--- src/rtl/cam_pixel_capture.sv ---
// Camera byte-stream capture: pairs vsync/href-qualified bytes into RGB565 pixels,
// issues one frame-buffer write per pixel and reports line/frame integrity.
module cam_pixel_capture #(
    parameter int H_RES  = 640,
    parameter int V_RES  = 480,
    parameter int ADDR_W = 19
) (
    input  logic              i_pclk,
    input  logic              i_reset,
    input  logic              i_vsync,
    input  logic              i_href,
    input  logic [7:0]        i_d,
    output logic              o_wr_en,
    output logic [ADDR_W-1:0] o_wr_addr,
    output logic [15:0]       o_wr_data,
    output logic              o_frame_done,
    output logic              o_frame_ok,
    output logic              o_line_err
);
    localparam int PIX_TOTAL = H_RES * V_RES;
    localparam int X_W       = $clog2(H_RES + 2);
    localparam int Y_W       = $clog2(V_RES + 1);
    localparam int PIX_W     = $clog2(PIX_TOTAL + 1);

    localparam logic [X_W-1:0]   X_FULL   = X_W'(H_RES);
    localparam logic [X_W-1:0]   X_OVER   = X_W'(H_RES + 1);
    localparam logic [X_W-1:0]   X_ONE    = X_W'(1);
    localparam logic [Y_W-1:0]   Y_FULL   = Y_W'(V_RES);
    localparam logic [Y_W-1:0]   Y_ONE    = Y_W'(1);
    localparam logic [PIX_W-1:0] PIX_FULL = PIX_W'(PIX_TOTAL);
    localparam logic [PIX_W-1:0] PIX_ONE  = PIX_W'(1);

    typedef enum logic [1:0] {
        WAIT_VS = 2'd0,
        SYNC    = 2'd1,
        CAPTURE = 2'd2
    } state_t;

    state_t           r_state;
    logic             r_phase;
    logic             r_href_q;
    logic             r_bad;
    logic [7:0]       r_hi;
    logic [X_W-1:0]   r_x;
    logic [Y_W-1:0]   r_y;
    logic [PIX_W-1:0] r_pix;

    logic w_room;
    logic w_line_bad;

    assign w_room     = (r_pix < PIX_FULL);
    assign w_line_bad = (r_x != X_FULL) || r_phase;

    // Capture FSM, byte pairing, raster counters and registered outputs
    always_ff @(posedge i_pclk) begin
        if (i_reset) begin
            r_state      <= WAIT_VS;
            r_phase      <= 1'b0;
            r_href_q     <= 1'b0;
            r_bad        <= 1'b0;
            r_hi         <= 8'h00;
            r_x          <= '0;
            r_y          <= '0;
            r_pix        <= '0;
            o_wr_en      <= 1'b0;
            o_wr_addr    <= '0;
            o_wr_data    <= 16'h0000;
            o_frame_done <= 1'b0;
            o_frame_ok   <= 1'b0;
            o_line_err   <= 1'b0;
        end else begin
            o_wr_en      <= 1'b0;
            o_frame_done <= 1'b0;
            case (r_state)
                WAIT_VS: begin
                    r_phase  <= 1'b0;
                    r_href_q <= 1'b0;
                    r_bad    <= 1'b0;
                    r_x      <= '0;
                    r_y      <= '0;
                    r_pix    <= '0;
                    if (i_vsync) begin
                        r_state <= SYNC;
                    end else begin
                        r_state <= WAIT_VS;
                    end
                end
                SYNC: begin
                    r_phase  <= 1'b0;
                    r_href_q <= 1'b0;
                    r_bad    <= 1'b0;
                    r_x      <= '0;
                    r_y      <= '0;
                    r_pix    <= '0;
                    if (!i_vsync) begin
                        r_state <= CAPTURE;
                    end else begin
                        r_state <= SYNC;
                    end
                end
                CAPTURE: begin
                    // vsync outranks href: a byte coincident with the rise is discarded
                    if (i_vsync) begin
                        o_frame_done <= 1'b1;
                        o_frame_ok   <= (r_pix == PIX_FULL) && (r_y == Y_FULL) && !r_bad;
                        r_phase      <= 1'b0;
                        r_href_q     <= 1'b0;
                        r_bad        <= 1'b0;
                        r_x          <= '0;
                        r_y          <= '0;
                        r_pix        <= '0;
                        r_state      <= SYNC;
                    end else if (i_href) begin
                        r_href_q <= 1'b1;
                        r_phase  <= ~r_phase;
                        if (!r_phase) begin
                            r_hi <= i_d;
                        end else if (w_room) begin
                            o_wr_en   <= 1'b1;
                            o_wr_addr <= ADDR_W'(r_pix);
                            o_wr_data <= {r_hi, i_d};
                            r_pix     <= r_pix + PIX_ONE;
                            // x saturates one past a full line so over-long lines still flag
                            r_x       <= (r_x == X_OVER) ? r_x : (r_x + X_ONE);
                        end else begin
                            r_bad <= 1'b1;
                        end
                    end else begin
                        r_href_q <= 1'b0;
                        r_phase  <= 1'b0;
                        if (r_href_q) begin
                            if (w_line_bad) begin
                                o_line_err <= 1'b1;
                                r_bad      <= 1'b1;
                            end else begin
                                r_bad <= r_bad;
                            end
                            r_x <= '0;
                            r_y <= (r_y == Y_FULL) ? r_y : (r_y + Y_ONE);
                        end else begin
                            r_x <= r_x;
                        end
                    end
                end
                default: begin
                    r_state <= WAIT_VS;
                end
            endcase
        end
    end

endmodule

--- config.mk ---
export PLATFORM = sky130hd
export DESIGN_NAME = cam_pixel_capture
export DESIGN_NICKNAME = d
export VERILOG_FILES = /design/src/rtl/cam_pixel_capture.sv
export SDC_FILE = /design/constraint.sdc
export NUM_CORES = 1
export LEC_CHECK = 0
export ABC_CLOCK_PERIOD_IN_PS = 4700
export BUFFER_PORTS_ARGS = -buffer_cell sky130_fd_sc_hd__buf_2
export CORE_UTILIZATION = 55
export DETAILED_ROUTE_END_ITERATION = 16
export PLACE_DENSITY = 0.83
export SLEW_MARGIN = 40
export SYNTH_ARGS = -nofsm -noshare
export SYNTH_HDL_FRONTEND = slang
export SYNTH_SLANG_ARGS = --single-unit
export TNS_END_PERCENT = 100
--- constraint.sdc ---
create_clock -name i_pclk -period 4.7 [get_ports i_pclk]
set_input_delay 0.94 -clock i_pclk [delete_from_list [all_inputs] [get_ports i_pclk]]
set_output_delay 0.94 -clock i_pclk [all_outputs]
set_load 0.05 [all_outputs]
# After elaboration in Yosys (flattened, before gate mapping)
# Cells that the tools add are included.
# word_totals
ff_bits,90
out_inout_bits,39
input_bits,12
# op_classes
n_mux,36
addsub,3
reduce_logical,17
bitwise_logic,4
n_eq_ne,19
order_cmp,1
# ops
op,n
19-bit two-way mux,4
10-bit two-way mux,6
19-bit case mux with 2 select lines,1
9-bit two-way mux,4
4-bit inequality test (second input constant),6
10-bit case mux with 2 select lines,1
5-bit AND reduction,4
19-bit by 1-bit adder with 19-bit output (second input constant),1
19-bit == test (second input constant),1
19-bit less-than comparator (second input constant),1
3-bit inequality test (second input constant),6
9-bit case mux with 2 select lines,1
1-bit two-way mux,13
4-bit AND reduction,3
10-bit by 1-bit adder with 10-bit output (second input constant),1
10-bit == test (second input constant),1
10-bit inequality test (second input constant),1
9-bit by 1-bit adder with 9-bit output (second input constant),1
9-bit == test (second input constant),1
1-bit case mux with 2 select lines,3
2-bit case mux with 3 select lines,1
5-bit OR reduction,1
2-bit two-way mux,2
1-bit NOT,4
10 further kinds,12

# Logic depth before layout (Yosys ltp)
# Gate-level depths: netlist of the first run.
# logic_depth
depth_word,7
depth_mapped,9
depth_no_buf,7

# Least setup slack after synthesis of the first run
# Ideal clock, no wire load.
# synth_path
path_kind,input port to flip-flop
startpoint,in i_vsync
endpoint,reg r_pix[11]
path_stages,7
n_path_buf,2
path_slack_ns,2.357
setup_time_ns,0.071
t_arrival_ns,2.272
required_ns,4.629
cell_sequence,nor2b_1 > a21o_1 > clkbuf_1 > or2_1 > buf_2 > or4_1 > a21oi_1
# synth_via
elab_chain_cells,2
word_cells_on_any_way,6
cone_classes,eq/ne (3); mux (2); reduce/logical (1)
# synth_lines
item,line_no,rtl
start: declaration,10,"input logic i_vsync,"
3-bit inequality test (no line) / 19-bit two-way mux (equally long branches),n/a,
4-bit AND reduction (no line) / 19-bit case mux with 2 select lines (equally long branches),n/a,
end signal: assignment,122,r_pix <= r_pix + PIX_ONE;
end: declaration,46,logic [PIX_W-1:0] r_pix;
# Several ways; a longest one is shown, not always the timed one.
# A chain may end at the register's enable or synchronous reset.

# Worst setup path in the final report of the first run
# layout_path
startpoint,in i_href
endpoint,reg r_x[9]
# layout_via
elab_chain_cells,3
word_cells_on_any_way,8
cone_classes,eq/ne (4); mux (3); reduce/logical (1)
# layout_lines
item,line_no,rtl
start: declaration,11,"input logic i_href,"
10-bit two-way mux,113,end else if (i_href) begin
10-bit two-way mux,103,if (i_vsync) begin
10-bit case mux with 2 select lines,74,case (r_state)
end signal: assignment,124,r_x <= (r_x == X_OVER) ? r_x : (r_x + X_ONE);
end signal: assignment,141,r_x <= r_x;
end: declaration,44,logic [X_W-1:0] r_x;
# Several ways; a longest one is shown, not always the timed one.

==> results of run 1 <==
==> area by class of cell <==
| cell class | count | area, um^2 | area share, % |
|---|---|---|---|
| Clock buffer | 9 | 124 | 2.85 |
| Clock inverter | 7 | 66.3 | 1.53 |
| Timing Repair Buffer | 53 | 273 | 6.28 |
| Tap cell | 96 | 120 | 2.77 |
| Inverter | 16 | 60.1 | 1.38 |
| Multi-Input combinational cell | 348 | 1900 | 43.7 |
| Sequential cell | 90 | 1800 | 41.5 |
==> stage by stage <==
stage	utilization, %	setup WS, ns	cell area, um^2	hold slack, ns	power, W
floorplan	-	2.36	3860	0.428	0.000801
global placement	61.1	2.01	4150	0.439	0.000812
detailed placement	61.1	1.92	4150	0.440	0.000813
CTS	63.9	2.28	4340	0.448	0.00132
finish	63.9	2.24	4340	0.442	0.00131
global route	63.9	2.10	4340	0.454	0.00136
==> synth_stat cells (2+ instances only) <==
cell type,count
or4_1,11
nand2_1,101
nor4_1,6
nor2_1,31
o21ai_0,19
nor2b_1,2
o31ai_1,9
inv_1,16
dfxtp_1,90
and4_1,2
xnor2_1,13
or3_1,5
o21a_1,2
nor3_1,12
a22oi_1,2
nand4b_1,2
nand4_1,12
o211ai_1,2
nand3_1,10
and3_1,4
nor4b_1,4
a31oi_1,4
a211o_1,2
clkbuf_1,21
nand2b_1,3
a21oi_1,63
and2_1,2
ha_1,7
buf_1,2
xor2_1,3
==> flip-flops by register name, indices dropped and copies added (netlist names), 2 cells and up <==
register,count
o_wr_addr,19
r_x,10
r_hi,8
r_state,2
r_pix,19
o_wr_data,16
r_y,9
==> where the power goes <==
part	switching, W	leakage, nW	internal, W	total (W)
combinational	0.0000210	0.714	0.00000810	0.0000291
sequential	0.00000225	0.725	0.000764	0.000766
clock	0.000309	0.0922	0.000207	0.000516
==> final timing paths <==
kind / slack [ns] / from / end
min: 0.44 / r_hi[7] / o_wr_data[15]
max reg2reg: 2.26 / r_pix[14] / r_pix[13]
max: 2.24 / i_href / r_x[9]
min reg2reg: 0.44 / r_hi[7] / o_wr_data[15]
==> per-layer routing <==
metal,vias up,wire length (um),global-route usage [%]
li1,1753,-,-
met4,0,142,12.0
met5,-,0,0
met1,1697,3760,28.1
met3,15,287,3.85
met2,83,4090,40.6
==> cells by family after synthesis <==
kind of cell    synth area share, %
compound gates                 16.2
xor+xnor                       3.63
fa+ha+maj                      2.27
buf+inv                        4.34
flops                          46.6
mux                           0.259
simple gates                   26.7
==> worst min-delay path, cell delays in order (launching register included) <==
cell and delay [ns]:
dfxtp_1 0.32, nand2_1 0.05, a21oi_1 0.05
==> metrics.csv, run 1 <==
metric,value,unit
grt_pass1_wl,13900,um
ant_nets,0,
cts_made_buffers,9,
nFillCells,589,
startpoint_type,primary input,
rsz0062_at_grt,no,
num_rows,30,
min_path_type,register to register,
final_common_cell,nand2_1,
cp-end-kind,register,
grt_pass1_vias,3217,
grt_usage,23.4,%
p_leak,1.53,nW
min_period,2.46,ns
syn-mean-instance-area,8.05,um^2
cp_num_buf_inv,1,
avgViaCountPerCell,5.73,
skew,0.0162,ns
finalNetCount,537,
syn_area,3860,um^2
io_buffers,50,
max_freq,407,MHz
grt-ovfl-total,0,
coreArea,6790,um^2
ys_types,48,
crit_required,5.00,ns
worst_pin_slew,0.757,ns
dp_hpwl,5670,um
fin_cells,619,
critPathTopFamily,simple AND/OR/NAND/NOR gates,
post_cts_resize_count,0,
wl_per_cell,13.4,um
grt_max_degree,58,
syn-instance-count,480,
vias,3548,
synth_edf_count,0,
worst_path_max_delay_cell,or4_1,
die_area,7360,um^2
htreeDepth,3,
cts_hold_buf,0,
finalWirelength,8280,um
maxSlewViolCount,0,
final_cell_mix,"nand2_1 (101), dfxtp_1 (90), a21oi_1 (63), buf_2 (50), nor2_1 (30)",
syn-num-nets,499,
async_flop_share,0,%
slew-limit-headroom,49.4,%
clock_path_buffers,2,
fin_crit_sh,52.3,%
die_w,85.8,um
whs_path_depth,2,
drive_gt1_share,13.6,%
initial_core_util,56.9,%
rr_worst_depth,5,
path_class,primary input to register,
crit_chain,"buf_2, nand2b_1, a31oi_1, nand3_1, or4_1, a21oi_1",
post_cts_buffers,0,
power.density,302,nW/um^2
die_h,85.8,um
irDropWorstVdd,0.000163,V
antenna_found_initial,0,
io_pins,51,
synth-seq-area-share,46.6,%
clkSinkCount,90,
cpPeakStageDelay,0.64,ns
ys_top_cells_by_area,"dfxtp_1 (47%), nand2_1 (9.8%), a21oi_1 (8.2%), nor2_1 (3.0%), xnor2_1 (2.9%)",
synth_seq_cells,90,
cts_tree,done,
maxCapViolations,0,
synth_top_area_share,46.6,%
hold_viol_final,0,
clkLatencyLatePin,0.37,ns
drtPass1Iterations,4,
area_growth,12.4,%
dp_cells,603,
crit_cells,6,
setup_viol_count_final,0,
crit_arrival,2.76,ns
yosysWarnings,0,
status,"complete, no violations",
yosysTopAreaCell,dfxtp_1,
cts.clk_slew.worst_paths,0.11,ns
setup_tns,0,ns
drt-initial-drc-count,266,
worstPathMaxFanout,17,
diodes,0,
root_buffer,clkbuf_8,
globalplace.congestion,0.841,
synth_ff_type,dfxtp_1,
drc_errors,0,
(Power assumes the default switching activity.)
==> run 2, diff against run 1 <==
--- a/config.mk
+++ b/config.mk
@@ -5,7 +5,7 @@
 export SDC_FILE = /design/constraint.sdc
 export NUM_CORES = 1
 export LEC_CHECK = 0
-export ABC_CLOCK_PERIOD_IN_PS = 4700
+export ABC_CLOCK_PERIOD_IN_PS = 2550
 export BUFFER_PORTS_ARGS = -buffer_cell sky130_fd_sc_hd__buf_2
 export CORE_UTILIZATION = 55
 export DETAILED_ROUTE_END_ITERATION = 16
==> constraint.sdc (replaced) <==
create_clock -name i_pclk -period 2.55 [get_ports i_pclk]
set_input_delay 0.51 -clock i_pclk [delete_from_list [all_inputs] [get_ports i_pclk]]
set_output_delay 0.51 -clock i_pclk [all_outputs]
set_load 0.05 [all_outputs]
==> metrics.csv, run 2 (synthesized netlist as in run 1, its figures left out) <==
metric,value,unit,change
status,"complete, no violations",,
die_h,85.8,um,unchanged
fin_crit_sh,92.4,%,
final_common_cell,nand2_1,,
drc_errors,0,,unchanged
whs_path_depth,2,,unchanged
startpoint,r_pix[14],,
rr_worst_depth,5,,unchanged
power_frac_seq,55.3,%,-3.1 points
max_freq,424,MHz,
drtPass1Iterations,5,,+1
cts.clk_slew.worst_paths,0.09,ns,-0.02 ns
whs,0.354,ns,-0.0878 ns
finalWirelength,8400,um,+1.5%
timing.rr.start,r_pix[14],,
grt_pass1_vias,3189,,-0.87%
drt-initial-drc-count,224,,-16%
p_leak,1.59,nW,+3.5%
grt-ovfl-total,0,,unchanged
cellInternalPower,0.00198,W,+100%
power.density,576,nW/um^2,+91%
clkLatencyLatePin,0.36,ns,about the same
die_w,85.8,um,unchanged
holdCritStartpoint,i_reset,,
clkSinkCount,90,,unchanged
die_area,7360,um^2,unchanged
p_sw,0.000567,W,+70%
post_cts_buffers,0,,unchanged
initial_core_util,56.9,%,unchanged
clock_path_buffers,2,,unchanged
cts_hold_buf,0,,unchanged
globalplace.congestion,0.852,,+1.4%
drive_gt1_share,14.7,%,+1.1 points
dp_hpwl,5820,um,+2.6%
coreArea,6790,um^2,unchanged
io_buffers,50,,unchanged
setup_tns,0,ns,unchanged
top_regs,"o_wr_addr x19, r_pix x19, o_wr_data x16",,
antenna_found_initial,0,,unchanged
worst_pin_slew,0.733,ns,-0.0243 ns
startpoint_type,register,,
cts_made_buffers,9,,unchanged
crit_arrival,2.65,ns,-0.11 ns
crit_chain,"a211o_1, o2111a_1, or2_1, or4_1, a21oi_1",,
dp_cells,610,,+1.2%
cp-end-kind,register,,
diodes,0,,unchanged
avgViaCountPerCell,5.67,,-1.0%
cts_tree,done,,
worstPathMaxFanout,16,,-1
finalNetCount,544,,+1.3%
fin_cells,626,,+1.1%
path_class,register to register,,
slew-limit-headroom,50.8,%,+1.4 points
switching_share,22.2,%,-3.2 points
min_path_type,primary input to register,,
grt_usage,24.1,%,+0.65 points
cpPeakStageDelay,0.56,ns,-0.08 ns
irDropWorstVdd,0.000344,V,+110%
skew,0.00845,ns,-0.00773 ns
worst_path_max_delay_cell,or4_1,,
root_buffer,clkbuf_8,,
grt_pass1_wl,14400,um,+3.5%
min_period,2.36,ns,
htreeDepth,3,,unchanged
setup_viol_count_final,0,,unchanged
maxSlewViolCount,0,,unchanged
post_cts_resize_count,0,,unchanged
clkPwrFrac,42.5,%,+3.1 points
area_growth,14.6,%,
combPwrFrac,2.2,%,about the same
io_pins,51,,unchanged
hold_viol_final,0,,unchanged
vias,3551,,+0.085%
num_rows,30,,unchanged
maxCapViolations,0,,unchanged
rsz0062_at_grt,no,,
grt_max_degree,55,,-5.2%
wl_per_cell,13.4,um,+0.35%
final_cell_mix,"nand2_1 (101), dfxtp_1 (90), a21oi_1 (63), buf_2 (50), nor2_1 (30)",,
crit_required,2.84,ns,-2.16 ns
ant_nets,0,,unchanged
run 2: cell count changes in the layout (fill, tap and decap cells not counted):
| cell | delta |
|---|---|
| buf_4 | +7 |
| inv_8 | -3 |
| bufinv_16 | +2 |
| clkinv_2 | +1 |
| clkinvlp_4 | -1 |
| inv_6 | +1 |
run 2: final timing paths:
| check | endpoint | slack [ns] |
|---|---|---|
| worst min-delay path | o_frame_ok | 0.35 |
| worst max-delay path | r_pix[13] | 0.19 |
| worst min register to register | o_wr_data[2] | 0.45 |
| worst max register to register | r_pix[13] | 0.19 |
run 2: layout make-up:
type	count	area (um^2)
Fill cell	577	2370
Multi-Input combinational cell	348	1900
Clock buffer	9	124
Tap cell	96	120
Clock inverter	7	98.8
Sequential cell	90	1800
Timing Repair Buffer	60	325
Inverter	16	60.1
run 2: worst max-delay path: cells and delay by family (launching register included):
kind / cells / cell delay, ns
AO/OA/AOI/OAI: 3 / 0.88
flip-flops: 1 / 0.39
AND/OR/NAND/NOR: 2 / 1.01
run 2: through the flow:
step                      instance area, um^2  total power, W  utilization (%)  worst slack (ns)
after CTS                                4430         0.00256             65.2             0.224
after detailed placement                 4200         0.00150             61.9             0.242
after global placement                   4200         0.00150             61.9             0.323
final                                    4430         0.00255             65.2             0.194
after global routing                     4430         0.00263             65.2            0.0780
after floorplan                          3860         0.00148                -             0.470
run 2: power by group through the flow:
stage	Combinational [W]	Clock, W	Sequential, W
6_report	0.0000557	0.00108	0.00141
5_1_grt	0.0000617	0.00116	0.00141
4_1_cts	0.0000560	0.00109	0.00141
2_1_floorplan	0.0000353	0	0.00144
3_3_place_gp	0.0000544	0	0.00144
3_5_place_dp	0.0000562	0	0.00144
run 2: layer usage:
metal	global-route usage, %	up-vias	routed length (um)
met5	0	-	0
met4	9.55	0	176
met3	4.23	24	426
met2	40.1	120	4030
met1	31.1	1639	3770
li1	-	1768	-
==> run 3, diff against run 2 <==
--- a/config.mk
+++ b/config.mk
@@ -5,11 +5,12 @@
 export SDC_FILE = /design/constraint.sdc
 export NUM_CORES = 1
 export LEC_CHECK = 0
+export ABC_AREA = 1
 export ABC_CLOCK_PERIOD_IN_PS = 2550
 export BUFFER_PORTS_ARGS = -buffer_cell sky130_fd_sc_hd__buf_2
 export CORE_UTILIZATION = 55
 export DETAILED_ROUTE_END_ITERATION = 16
-export PLACE_DENSITY = 0.83
+export PLACE_DENSITY = 0.82
 export SLEW_MARGIN = 40
 export SYNTH_ARGS = -nofsm -noshare
 export SYNTH_HDL_FRONTEND = slang
==> metrics.csv, run 3 <==
metric,value,unit,change
clkLatencyLatePin,0.37,ns,about the same
maxSlewViolCount,0,,unchanged
clkSinkCount,90,,unchanged
min_period,1.80,ns,-0.551 ns
max_freq,554,MHz,+31%
htreeDepth,3,,unchanged
path_class,register to register,,
synth_top_area_share,42.9,%,-3.7 points
grt-ovfl-total,0,,unchanged
post_cts_buffers,0,,unchanged
post_cts_resize_count,0,,unchanged
ys_top_cells_by_area,"dfxtp_1 (43%), nor2_1 (9.7%), nand2_1 (8.5%), a21oi_1 (5.0%), o21ai_0 (4.9%)",,
synth_edf_count,0,,unchanged
critPathTopFamily,simple AND/OR/NAND/NOR gates,,
muxShareOfSynthArea,0,%,-0.26 points
area_growth,10.2,%,
globalplace.congestion,0.864,,+1.3%
crit_chain,"nand2_1, inv_2, nor3_1, nand2_1, nand2_1, inv_1, o21ai_0, nor2_1",,
syn-num-nets,604,,+21%
die_h,89.3,um,+4.1%
coreArea,7330,um^2,+7.9%
cpPeakStageDelay,0.36,ns,-0.20 ns
die_w,89.3,um,+4.1%
antenna_found_initial,0,,unchanged
grt_pass1_wl,15600,um,+8.9%
setup_viol_count_final,0,,unchanged
finalNetCount,647,,+19%
drive_gt1_share,16.3,%,+1.6 points
fin_crit_sh,70.8,%,-22 points
ant_nets,0,,unchanged
synth_compound_area_share,13.1,%,-3.1 points
worstPathMaxFanout,12,,-4
syn-instance-count,585,,+22%
worst_path_max_delay_cell,dfxtp_1,,
synth_top_family_by_area,simple AND/OR/NAND/NOR gates,,
drc_errors,0,,unchanged
dp_hpwl,6630,um,+14%
p_leak,1.95,nW,+23%
crit_required,2.82,ns,-0.02 ns
rsz0062_at_grt,no,,
vias,3924,,+11%
root_buffer,clkbuf_8,,
yosysTopAreaCell,dfxtp_1,,
power.density,528,nW/um^2,-8.4%
fin_cells,732,,+17%
async_flop_share,0,%,unchanged
initial_core_util,57.2,%,+0.36 points
io_pins,51,,unchanged
min_path_type,primary input to register,,
avgViaCountPerCell,5.36,,-5.5%
grt_pass1_vias,3402,,+6.7%
syn-mean-instance-area,7.17,um^2,-11%
final_common_cell,nor2_1,,
clock_path_buffers,2,,unchanged
synth_adder_area_share,2.09,%,-0.18 points
synth_ff_type,dfxtp_1,,
power,0.00244,W,-4.3%
skew,0.0104,ns,+0.00196 ns
wl_per_cell,12.8,um,-4.9%
crit_arrival,2.08,ns,-0.57 ns
startpoint_type,register,,
crit_top_cell,nand2_1,,
cts_hold_buf,0,,unchanged
synthTopCellsByCount,"nor2_1 (108), nand2_1 (95), dfxtp_1 (90)",,
setup_tns,0,ns,unchanged
final_core_util,63.1,%,-2.1 points
design_area,4620,um^2,+4.5%
grt_max_degree,37,,-33%
hold_viol_final,0,,unchanged
synth-seq-area-share,42.9,%,-3.7 points
diodes,0,,unchanged
ys_types,30,,-38%
cts_made_buffers,9,,unchanged
yosysWarnings,0,,unchanged
place_area,4430,um^2,+5.4%
synth.most_common_cell,nor2_1,,
grt_usage,25.2,%,+1.1 points
synth-xor-area-share,0.418,%,-3.2 points
irDropWorstVdd,0.000373,V,+8.5%
finalWirelength,9350,um,+11%
cp-end-kind,register,,
syn_area,4200,um^2,+8.6%
num_rows,31,,+3.3%
maxCapViolations,0,,unchanged
status,"complete, no violations",,
cts.clk_slew.worst_paths,0.10,ns,about the same
cp_num_buf_inv,2,,+2
io_buffers,50,,unchanged
cts_tree,done,,
top_regs,"o_wr_addr x19, r_pix x19, o_wr_data x16",,
worst_pin_slew,0.479,ns,-0.254 ns
final_cell_mix,"nor2_1 (108), nand2_1 (95), dfxtp_1 (90), inv_1 (54), buf_2 (50)",,
dp_cells,716,,+17%
synth_seq_cells,90,,unchanged
drt-initial-drc-count,236,,+5.4%
die_area,7980,um^2,+8.4%
slew-limit-headroom,67.7,%,+17 points
synth-simple-area-share,31.9,%,+5.2 points
drtPass1Iterations,6,,+1
## run 3: cell families after synthesis
kind of cell / after synthesis
and+or+nand+nor: 298
AOI/OAI and AO/OA: 105
buffers and inverters: 83
adders and majority gates: 7
xor gates and xnor gates: 2
DFF: 90
## run 3: area by class of cell
cell class                 instances  area, um^2
sequential                        90        1800
multi-input combinational        412        1990
inverter                          63         236
fill                             640        2710
tap                               99         124
clock buffer                       9         124
clock inverter                     7        68.8
timing repair buffer              52         278
## run 3: stage by stage
step,setup slack (ns),hold WS [ns]
6_report,0.746,0.382
5_1_grt,0.536,0.383
4_1_cts,0.776,0.380
3_5_place_dp,0.620,0.451
3_3_place_gp,0.703,0.443
2_1_floorplan,0.944,0.431
## run 3: path summary, 6_finish.rpt
kind / start / to / slack, ns / cells after the start
worst max-delay path: r_state[0] / r_y[2] / 0.75 / 8
worst min-delay path: i_d[2] / o_wr_data[2] / 0.38 / 3
worst max register to register: r_state[0] / r_y[2] / 0.75 / 8
worst min register to register: r_bad / r_bad / 0.46 / 2
## run 3: tightest hold or removal path, cell delays in order
cell and delay [ns]:
buf_2 0.09, nor2_1 0.04, nor2_1 0.08
## run 3: metal layers
layer | part of all wire (%) | vias to the layer above | track usage, %
li1 | - | 1979 | -
met1 | 46 | 1799 | 33.2
met2 | 47 | 133 | 41.2
met3 | 5.6 | 13 | 3.88
met4 | 1.6 | 0 | 10.2
met5 | 0 | - | 0
## run 3: report_power, final
group	internal, W	switching (W)	leakage [nW]	total, W
clock network	0.000383	0.000572	0.0997	0.000956
registers	0.00141	0.00000347	0.725	0.00141
logic	0.0000200	0.0000546	1.13	0.0000746
total	0.00181	0.000631	1.95	0.00244
